## src/rtl/tetris_pkg.sv

```systemverilog
// Shared definitions for the falling-piece game controller and the piece-position block.
// Holds the sequencer state encoding, the default timebase dividers and a saturating counter helper.
package tetris_pkg;

    typedef enum logic [2:0] {
        ST_IDLE  = 3'd0,
        ST_SPAWN = 3'd1,
        ST_CHECK = 3'd2,
        ST_FALL  = 3'd3,
        ST_LOCK  = 3'd4,
        ST_CLEAR = 3'd5,
        ST_OVER  = 3'd6
    } state_t;

    localparam logic [31:0] GRAVITY_DIV_DEF   = 32'd12500000;
    localparam logic [31:0] MOVE_DIV_SLOW_DEF = 32'd4500000;
    localparam logic [31:0] MOVE_DIV_FAST_DEF = 32'd3000000;
    localparam logic [31:0] ROT_HOLD_DEF      = 32'd2000000;
    localparam logic [31:0] SPEEDUP_SCORE_DEF = 32'd4;
    localparam logic [9:0]  BLOCK_SIZE        = 10'd20;

    // The score sticks at all-ones instead of wrapping back to zero
    function automatic logic [31:0] sat_inc32(input logic [31:0] value);
        logic [31:0] result;
        if (value == 32'hFFFF_FFFF) begin
            result = value;
        end else begin
            result = value + 32'd1;
        end
        return result;
    endfunction

endpackage

```

## src/rtl/tetris_game_ctrl_if.sv

```systemverilog
// Button, board-status and command bundle between the game sequencer and its environment.
// slave is the sequencer view; master is the button/board side.
interface tetris_game_ctrl_if;
    logic        up;
    logic        left;
    logic        down;
    logic        right;
    logic        stop;
    logic        hit;
    logic        clear_req;
    logic        clear_done;
    logic        spawn;
    logic        grav_step;
    logic        mv_left;
    logic        mv_right;
    logic        mv_down;
    logic        rotate;
    logic        lock;
    logic        clear_start;
    logic [31:0] score;
    logic        fast;
    logic        game_over;

    modport master (
        output up, left, down, right, stop, hit, clear_req, clear_done,
        input  spawn, grav_step, mv_left, mv_right, mv_down, rotate, lock,
        input  clear_start, score, fast, game_over
    );

    modport slave (
        input  up, left, down, right, stop, hit, clear_req, clear_done,
        output spawn, grav_step, mv_left, mv_right, mv_down, rotate, lock,
        output clear_start, score, fast, game_over
    );
endinterface

```

## src/rtl/tetris_game_ctrl_tick_div.sv

```systemverilog
// Wrap counter producing a one-cycle tick every `limit` enabled cycles.
// The limit is sampled live, so a smaller value takes effect on the next comparison.
module tick_div #(
    parameter int WIDTH = 32
) (
    input  logic             clk,
    input  logic             rst,
    input  logic             en,
    input  logic             clr,
    input  logic [WIDTH-1:0] limit,
    output logic             tick
);
    localparam logic [WIDTH-1:0] ZERO = {WIDTH{1'b0}};
    localparam logic [WIDTH-1:0] ONE  = {{(WIDTH-1){1'b0}}, 1'b1};

    logic [WIDTH-1:0] count_r;

    // Terminal count uses >= so a count already past a lowered limit wraps at once
    always_comb begin
        tick = 1'b0;
        if (en && (count_r >= (limit - ONE))) begin
            tick = 1'b1;
        end else begin
            tick = 1'b0;
        end
    end

    // Count register: clear dominates, wrap to zero on the tick
    always_ff @(posedge clk or posedge rst) begin
        if (rst) begin
            count_r <= ZERO;
        end else if (clr) begin
            count_r <= ZERO;
        end else if (en) begin
            count_r <= tick ? ZERO : (count_r + ONE);
        end else begin
            count_r <= count_r;
        end
    end
endmodule

```

## src/rtl/tetris_game_ctrl.sv

```systemverilog
// Game-level sequencer: spawn/fall/lock/clear phases, gravity and move timebases, button
// arbitration into single-cycle commands, score keeping and game-over detection.
module tetris_game_ctrl
    import tetris_pkg::*;
#(
    parameter logic [31:0] GRAVITY_DIV   = GRAVITY_DIV_DEF,
    parameter logic [31:0] MOVE_DIV_SLOW = MOVE_DIV_SLOW_DEF,
    parameter logic [31:0] MOVE_DIV_FAST = MOVE_DIV_FAST_DEF,
    parameter logic [31:0] SPEEDUP_SCORE = SPEEDUP_SCORE_DEF,
    parameter logic [31:0] ROT_HOLD      = ROT_HOLD_DEF
) (
    input  logic               iVGA_CLK,
    input  logic               reset,
    tetris_game_ctrl_if.slave  bus
);
    state_t      state_r, state_nxt_s;
    logic        in_fall_s, grav_tick_s, move_tick_s, rot_tick_s;
    logic [31:0] move_limit_s;
    logic        done_seen_r, done_seen_s;
    logic [31:0] score_r, score_s;
    logic        fast_r, game_over_r;
    logic        spawn_r, grav_step_r, mv_left_r, mv_right_r, mv_down_r;
    logic        rotate_r, lock_r, clear_start_r;
    logic        spawn_s, grav_step_s, mv_left_s, mv_right_s, mv_down_s;
    logic        rotate_s, lock_s, clear_start_s;

    assign in_fall_s = (state_r == ST_FALL);

    // Move rate follows the registered speed flag
    always_comb begin
        move_limit_s = MOVE_DIV_SLOW;
        if (fast_r) begin
            move_limit_s = MOVE_DIV_FAST;
        end else begin
            move_limit_s = MOVE_DIV_SLOW;
        end
    end

    tick_div #(.WIDTH(32)) u_grav (
        .clk(iVGA_CLK), .rst(reset), .en(in_fall_s), .clr(!in_fall_s),
        .limit(GRAVITY_DIV), .tick(grav_tick_s)
    );

    tick_div #(.WIDTH(32)) u_move (
        .clk(iVGA_CLK), .rst(reset), .en(in_fall_s), .clr(!in_fall_s),
        .limit(move_limit_s), .tick(move_tick_s)
    );

    // Rotate counter only accumulates an unbroken hold of `up` while falling
    tick_div #(.WIDTH(32)) u_rot (
        .clk(iVGA_CLK), .rst(reset), .en(in_fall_s && !bus.up),
        .clr(!in_fall_s || bus.up), .limit(ROT_HOLD), .tick(rot_tick_s)
    );

    // Next-state and next-pulse decode; pulses are registered alongside the state
    always_comb begin
        state_nxt_s   = state_r;
        done_seen_s   = done_seen_r;
        score_s       = score_r;
        spawn_s       = 1'b0;
        grav_step_s   = 1'b0;
        mv_left_s     = 1'b0;
        mv_right_s    = 1'b0;
        mv_down_s     = 1'b0;
        rotate_s      = 1'b0;
        lock_s        = 1'b0;
        clear_start_s = 1'b0;
        case (state_r)
            ST_IDLE: begin
                if (!bus.up) begin
                    state_nxt_s = ST_SPAWN;
                    spawn_s     = 1'b1;
                end else begin
                    state_nxt_s = ST_IDLE;
                end
            end
            ST_SPAWN: begin
                state_nxt_s = ST_CHECK;
            end
            ST_CHECK: begin
                if (bus.stop) begin
                    state_nxt_s = ST_OVER;
                end else begin
                    state_nxt_s = ST_FALL;
                end
            end
            ST_FALL: begin
                rotate_s = rot_tick_s;
                // Gravity wins a same-cycle collision; a blocked button never falls through
                if (grav_tick_s) begin
                    if (bus.stop) begin
                        state_nxt_s = ST_LOCK;
                        lock_s      = 1'b1;
                    end else begin
                        grav_step_s = 1'b1;
                    end
                end else if (move_tick_s) begin
                    if (!bus.left) begin
                        mv_left_s = !bus.hit;
                    end else if (!bus.down) begin
                        mv_down_s = !bus.stop;
                    end else if (!bus.right) begin
                        mv_right_s = !bus.hit;
                    end else begin
                        mv_left_s = 1'b0;
                    end
                end else begin
                    state_nxt_s = ST_FALL;
                end
            end
            ST_LOCK: begin
                done_seen_s = 1'b0;
                if (bus.clear_req) begin
                    state_nxt_s   = ST_CLEAR;
                    clear_start_s = 1'b1;
                end else begin
                    state_nxt_s = ST_SPAWN;
                    spawn_s     = 1'b1;
                end
            end
            ST_CLEAR: begin
                // One cycle after each removed row the board is re-examined
                if (done_seen_r) begin
                    done_seen_s = 1'b0;
                    if (bus.clear_req) begin
                        clear_start_s = 1'b1;
                    end else begin
                        state_nxt_s = ST_SPAWN;
                        spawn_s     = 1'b1;
                    end
                end else if (bus.clear_done) begin
                    score_s     = sat_inc32(score_r);
                    done_seen_s = 1'b1;
                end else begin
                    done_seen_s = 1'b0;
                end
            end
            ST_OVER: begin
                state_nxt_s = ST_OVER;
            end
            default: begin
                state_nxt_s = ST_IDLE;
            end
        endcase
    end

    // State, score and output registers
    always_ff @(posedge iVGA_CLK or posedge reset) begin
        if (reset) begin
            state_r       <= ST_IDLE;
            done_seen_r   <= 1'b0;
            score_r       <= 32'd0;
            fast_r        <= 1'b0;
            game_over_r   <= 1'b0;
            spawn_r       <= 1'b0;
            grav_step_r   <= 1'b0;
            mv_left_r     <= 1'b0;
            mv_right_r    <= 1'b0;
            mv_down_r     <= 1'b0;
            rotate_r      <= 1'b0;
            lock_r        <= 1'b0;
            clear_start_r <= 1'b0;
        end else begin
            state_r       <= state_nxt_s;
            done_seen_r   <= done_seen_s;
            score_r       <= score_s;
            fast_r        <= (score_r >= SPEEDUP_SCORE);
            game_over_r   <= (state_nxt_s == ST_OVER);
            spawn_r       <= spawn_s;
            grav_step_r   <= grav_step_s;
            mv_left_r     <= mv_left_s;
            mv_right_r    <= mv_right_s;
            mv_down_r     <= mv_down_s;
            rotate_r      <= rotate_s;
            lock_r        <= lock_s;
            clear_start_r <= clear_start_s;
        end
    end

    assign bus.spawn       = spawn_r;
    assign bus.grav_step   = grav_step_r;
    assign bus.mv_left     = mv_left_r;
    assign bus.mv_right    = mv_right_r;
    assign bus.mv_down     = mv_down_r;
    assign bus.rotate      = rotate_r;
    assign bus.lock        = lock_r;
    assign bus.clear_start = clear_start_r;
    assign bus.score       = score_r;
    assign bus.fast        = fast_r;
    assign bus.game_over   = game_over_r;
endmodule

```

## src/flat_wrapper.sv

```systemverilog
// flat-port wrapper written by rule: the top's interface ports become plain ports
module tetris_game_ctrl_flat import tetris_pkg::*;
#(
    parameter logic [31:0] GRAVITY_DIV   = GRAVITY_DIV_DEF,
    parameter logic [31:0] MOVE_DIV_SLOW = MOVE_DIV_SLOW_DEF,
    parameter logic [31:0] MOVE_DIV_FAST = MOVE_DIV_FAST_DEF,
    parameter logic [31:0] SPEEDUP_SCORE = SPEEDUP_SCORE_DEF,
    parameter logic [31:0] ROT_HOLD      = ROT_HOLD_DEF
)
  (iVGA_CLK, reset, bus_up, bus_left, bus_down, bus_right, bus_stop, bus_hit, bus_clear_req, bus_clear_done, bus_spawn, bus_grav_step, bus_mv_left, bus_mv_right, bus_mv_down, bus_rotate, bus_lock, bus_clear_start, bus_score, bus_fast, bus_game_over);
  tetris_game_ctrl_if bus_i ();
  input  logic iVGA_CLK;
  input  logic reset;
  input wire logic [$bits(bus_i.up)-1:0] bus_up;
  input wire logic [$bits(bus_i.left)-1:0] bus_left;
  input wire logic [$bits(bus_i.down)-1:0] bus_down;
  input wire logic [$bits(bus_i.right)-1:0] bus_right;
  input wire logic [$bits(bus_i.stop)-1:0] bus_stop;
  input wire logic [$bits(bus_i.hit)-1:0] bus_hit;
  input wire logic [$bits(bus_i.clear_req)-1:0] bus_clear_req;
  input wire logic [$bits(bus_i.clear_done)-1:0] bus_clear_done;
  output wire logic [$bits(bus_i.spawn)-1:0] bus_spawn;
  output wire logic [$bits(bus_i.grav_step)-1:0] bus_grav_step;
  output wire logic [$bits(bus_i.mv_left)-1:0] bus_mv_left;
  output wire logic [$bits(bus_i.mv_right)-1:0] bus_mv_right;
  output wire logic [$bits(bus_i.mv_down)-1:0] bus_mv_down;
  output wire logic [$bits(bus_i.rotate)-1:0] bus_rotate;
  output wire logic [$bits(bus_i.lock)-1:0] bus_lock;
  output wire logic [$bits(bus_i.clear_start)-1:0] bus_clear_start;
  output wire logic [$bits(bus_i.score)-1:0] bus_score;
  output wire logic [$bits(bus_i.fast)-1:0] bus_fast;
  output wire logic [$bits(bus_i.game_over)-1:0] bus_game_over;
  assign bus_i.up = bus_up;
  assign bus_i.left = bus_left;
  assign bus_i.down = bus_down;
  assign bus_i.right = bus_right;
  assign bus_i.stop = bus_stop;
  assign bus_i.hit = bus_hit;
  assign bus_i.clear_req = bus_clear_req;
  assign bus_i.clear_done = bus_clear_done;
  assign bus_spawn = bus_i.spawn;
  assign bus_grav_step = bus_i.grav_step;
  assign bus_mv_left = bus_i.mv_left;
  assign bus_mv_right = bus_i.mv_right;
  assign bus_mv_down = bus_i.mv_down;
  assign bus_rotate = bus_i.rotate;
  assign bus_lock = bus_i.lock;
  assign bus_clear_start = bus_i.clear_start;
  assign bus_score = bus_i.score;
  assign bus_fast = bus_i.fast;
  assign bus_game_over = bus_i.game_over;
  tetris_game_ctrl #(.GRAVITY_DIV(GRAVITY_DIV), .MOVE_DIV_SLOW(MOVE_DIV_SLOW), .MOVE_DIV_FAST(MOVE_DIV_FAST), .SPEEDUP_SCORE(SPEEDUP_SCORE), .ROT_HOLD(ROT_HOLD)) u_core (.iVGA_CLK(iVGA_CLK), .reset(reset), .bus(bus_i));
endmodule
```

## config.mk

```make
export PLATFORM = sky130hd
export DESIGN_NAME = tetris_game_ctrl_flat
export DESIGN_NICKNAME = d
export VERILOG_FILES = /design/src/rtl/tetris_pkg.sv /design/src/rtl/tetris_game_ctrl_if.sv /design/src/rtl/tetris_game_ctrl_tick_div.sv /design/src/rtl/tetris_game_ctrl.sv /design/src/flat_wrapper.sv
export SDC_FILE = /design/constraint.sdc
export NUM_CORES = 1
export LEC_CHECK = 0
export ABC_AREA = 1
export CAP_MARGIN = 20
export CORE_MARGIN = 3
export CORE_UTILIZATION = 50
export DETAILED_ROUTE_END_ITERATION = 10
export GPL_ROUTABILITY_DRIVEN = 1
export PLACE_DENSITY_LB_ADDON = 0.25
export SETUP_SLACK_MARGIN = 0.2
export SYNTH_ARGS = -nofsm -noshare
export SYNTH_HDL_FRONTEND = slang
export SYNTH_SLANG_ARGS = --single-unit
```

## constraint.sdc

```tcl
create_clock -name iVGA_CLK -period 5.6 [get_ports iVGA_CLK]
set_input_delay 0.56 -clock iVGA_CLK [delete_from_list [all_inputs] [get_ports iVGA_CLK]]
set_output_delay 0.56 -clock iVGA_CLK [all_outputs]
set_load 0.01 [all_outputs]
```

==> summary.log <==
INFO  synth          yosys.area.top_type_share=47.5%
INFO  worst_setup_path critPathMaxFanout=24
INFO  clock_network  tritoncts.num_buffers=17
INFO  detailed_routing route.detailed.vias_per_inst=5.04
INFO  die            floorplan.io_pins=52
INFO  flow_run       max-cap-violations=0
INFO  finish         synthToLayoutAreaGrowth=17.8%
INFO  synth          synth-seq-cells=142
INFO  sta            worst_hold_slack=461ps
INFO  clock_network  path_clk_slew=60ps
INFO  finish         ff_latch_area=3550um2
INFO  worst_setup_path end_kind=flip-flop
INFO  detailed_routing routed_wire_length_per_instance=13.0um
INFO  clock_network  cts_hold_repair.buffers=0
INFO  placement      gpl.final_weighted_congestion=0.870
INFO  synth          synth_simple_gate_area_share=31.1%
INFO  synth          netlist_area=7480um2
INFO  synth          synth_top_family_by_area=simple AND/OR/NAND/NOR gates
INFO  synth          yosys-top-cells-area=dfrtp_1, nand2_1, nor2_1
INFO  global_route   grt_overflow=0
INFO  placement      portBuffers=51
INFO  detailed_routing drt_pre_antenna_iters=5
INFO  synth          adder_cell_fraction_of_synth_area=2.51%
INFO  synth          synth_mux_area_share=0%
INFO  die            die_y=128um
INFO  die            die_w=128um
INFO  detailed_routing postRouteAntennaNets=0
INFO  worst_setup_path worst-endpoint-required=5930ps
INFO  power          cellLeakagePower=3.81nW
INFO  clock_network  cts_setup_buffers=0
INFO  clock_network  numClockSinks=142
INFO  worst_setup_path timing.critical_path.mode_cell=inv_1
INFO  clock_network  clkLatencyLatePin=420ps
INFO  synth          synth-warning-count=0
INFO  placement      hpwl=11400um
INFO  sta            max_slew.worst_pin.slew=807ps
INFO  worst_setup_path cp-start-kind=flip-flop
INFO  sta            report.final.setup_viol=0
INFO  finish         count_of_filler_cells_inserted_in_the_layout=1284
INFO  sta            final.min_clock_period=2300ps
INFO  global_route   grtUsageTotal=20.6%
INFO  sta            fmax=434MHz
INFO  finish         area_taken_by_multi_input_logic_gates=3530um2
INFO  worst_hold_path worst_hold_path_type=reg2reg
INFO  sta            min_period_over_period=41.1%
INFO  die            fp-row-count=44
INFO  synth          synth_area_leader_cell=dfrtp_1
INFO  die            start_util=51.3%
INFO  detailed_routing detail_route.iter0.violations=369
INFO  sta            finalClockSkew=8.69ps
INFO  sta            slew_headroom=46.0%
INFO  worst_setup_path crit_slowest_cell=dfrtp_1
INFO  synth          compound_gate_fraction_of_synth_area=4.41%
INFO  synth          synthDistinctLibCells=40
INFO  placement      placedCellCount=1181
INFO  sta            final_hold_viol_count=0
INFO  synth          synth_xor_xnor_area_share=7.73%
INFO  power          vdd.ir_drop.worst=0.000286V
INFO  synth          synth_sequential_area_ratio=47.5%
INFO  global_route   grt_pass1_vias=5809
INFO  global_route   grt_pass1_wl=27400um
INFO  detailed_routing vias=6113
INFO  global_route   grt_start_max_net_pins=93
INFO  clock_network  ctsRootBufferMaster=clkbuf_16
INFO  synth          synthesis.area_per_instance=8.04um2
INFO  clock_network  cts_resized=0
INFO  finish         final_cell_count_no_fill=1213
INFO  finish         fin_nets=1041
INFO  finish         diodes=0
INFO  detailed_routing wirelength=15800um
INFO  die            dieArea=16500um2
INFO  clock_network  tritoncts=built
INFO  power          power.density_cell_area=313nW/um2
INFO  worst_setup_path critical_path_arrival=2630ps
INFO  worst_setup_path path_class=reg2reg
INFO  sta            slew_violations=0
INFO  sta            unrepaired_setup_endpoints_after_global_routing=false
INFO  clock_network  h_tree_level_count=4
INFO  detailed_routing final_routed_drc_violation_total=0
INFO  clock_network  cts-root-to-sink-buffers=2
INFO  run_status     status=finished clean
INFO  sta            post_route_setup_tns=0ps
INFO  die            fp.coreArea=14600um2
INFO  synth          synthCells=931
INFO  global_route   initial_antenna_violation_count=0
INFO  worst_setup_path cp_cell_instances=inv_1 > ha_1 > nand2_1 > inv_1 > o21ai_0 > a21oi_1 > nor3_1 > nand3_2 > nor2_1
INFO  worst_setup_path cp_slowest_stage_delay=450ps
INFO  finish         final_layout_size_suffix_gt1_share=6.80%
[cell usage after synthesis]
library cell	n
nand2_1	207
a221oi_1	1
nand3_2	4
and2_1	1
a21oi_1	14
o22ai_1	1
o31ai_1	1
nor3_1	47
inv_4	1
o211ai_1	2
o21ai_0	18
nor3_4	1
nand3_1	43
inv_2	3
nand2_2	8
inv_1	103
o21a_1	1
clkinv_1	1
buf_4	5
buf_2	4
nand2_4	1
o21ai_2	10
buf_6	3
a21boi_0	2
o21ai_1	2
a31oi_1	2
dfrtp_1	142
xnor2_1	16
conb_1	1
nor4_1	11
nor2_2	5
nand4_2	1
or2_2	1
nor2_1	168
xor2_1	50
nor3b_1	5
nand4_1	27
and2_0	2
nor3_2	1
ha_1	15
[logic make-up after synthesis]
family,after synthesis
flip-flops,142
buffers and inverters,120
adder cells (fa/ha/maj),15
XOR/XNOR,66
AO/OA/AOI/OAI,54
other,1
AND/OR/NAND/NOR,533
[worst max-delay path: cells and delay by family, from the launching register on]
kind	cells	cell delay (ps)
and+or+nand+nor	4	1020
DFF	1	450
buffers and inverters	2	310
adders and majority gates	1	280
AOI/OAI and AO/OA	2	140
[area by class of cell]
class,count,area share (%)
Clock buffer,17,4.83
Clock inverter,15,1.69
Inverter,108,4.68
Multi-Input combinational cell,695,40.0
Sequential cell,142,40.3
Tap cell,184,2.61
Timing Repair Buffer,52,5.88
[power by group]
group          total (mW)  switching (mW)  internal [mW]  leakage, nW
Sequential           1.21           0.103           1.11         1.88
Clock                1.10           0.470          0.626        0.284
Combinational       0.452           0.247          0.205         1.65
Total                2.76           0.820           1.94         3.81
[path summary, 6_finish.rpt]
| path | start | end | slack, ps | cells past startpoint |
|---|---|---|---|---|
| worst max-delay path | u_core.bus.fast | u_core.u_move.count_r[17] | 3300 | 9 |
| worst min-delay path | u_core.u_rot.count_r[0] | u_core.u_rot.count_r[0] | 460 | 1 |
| worst max register to register | u_core.bus.fast | u_core.u_move.count_r[17] | 3300 | 9 |
| worst min register to register | u_core.u_rot.count_r[0] | u_core.u_rot.count_r[0] | 460 | 1 |
| max in group asynchronous | reset | u_core.u_rot.count_r[18] | 3800 | 3 |
| min in group asynchronous | reset | u_core.bus.score[24] | 660 | 2 |
[stage by stage]
step	utilization [%]	total power [mW]	setup WS, ps	cell area (um2)
2_1_floorplan	-	1.49	1230	7580
3_3_place_gp	56.5	1.67	3230	8240
3_5_place_dp	56.5	1.68	3220	8240
4_1_cts	60.4	2.79	3240	8820
5_1_grt	60.4	2.88	3060	8820
6_report	60.4	2.76	3300	8820
[state kept, by name, indices dropped and copies added, names as in the netlist]
| name | count |
|---|---|
| u_core.bus.score | 32 |
| u_core.u_grav.count_r | 32 |
| u_core.u_move.count_r | 32 |
| u_core.u_rot.count_r | 32 |
| u_core.state_r | 3 |
| u_core.bus.clear_start | 1 |
| u_core.bus.fast | 1 |
| u_core.bus.game_over | 1 |
| u_core.bus.grav_step | 1 |
| u_core.bus.lock | 1 |
| u_core.bus.mv_down | 1 |
| u_core.bus.mv_left | 1 |
| u_core.bus.mv_right | 1 |
| u_core.bus.rotate | 1 |
| u_core.bus.spawn | 1 |
| u_core.done_seen_r | 1 |
[placed cells by master (no fill, tap or decap), types with 16 or more instances in the layout]
| cell type | n |
|---|---|
| nor2_1 | 168 |
| xnor2_1 | 16 |
| o21ai_0 | 18 |
| clkbuf_16 | 17 |
| nand3_1 | 43 |
| dfrtp_1 | 142 |
| conb_1 | 27 |
| inv_1 | 102 |
| nand4_1 | 27 |
| nand2_1 | 207 |
| nor3_1 | 47 |
| clkdlybuf4s50_1 | 51 |
| xor2_1 | 50 |
[layer usage]
layer | track usage [%] | up-vias | routed length [um]
li1 | - | 3119 | -
met1 | 28.1 | 2851 | 7610
met3 | 4.57 | 27 | 574
met2 | 32.4 | 116 | 7340
met5 | 0 | - | 0
met4 | 7.49 | 0 | 284
Power figures use the tool's default switching activity.
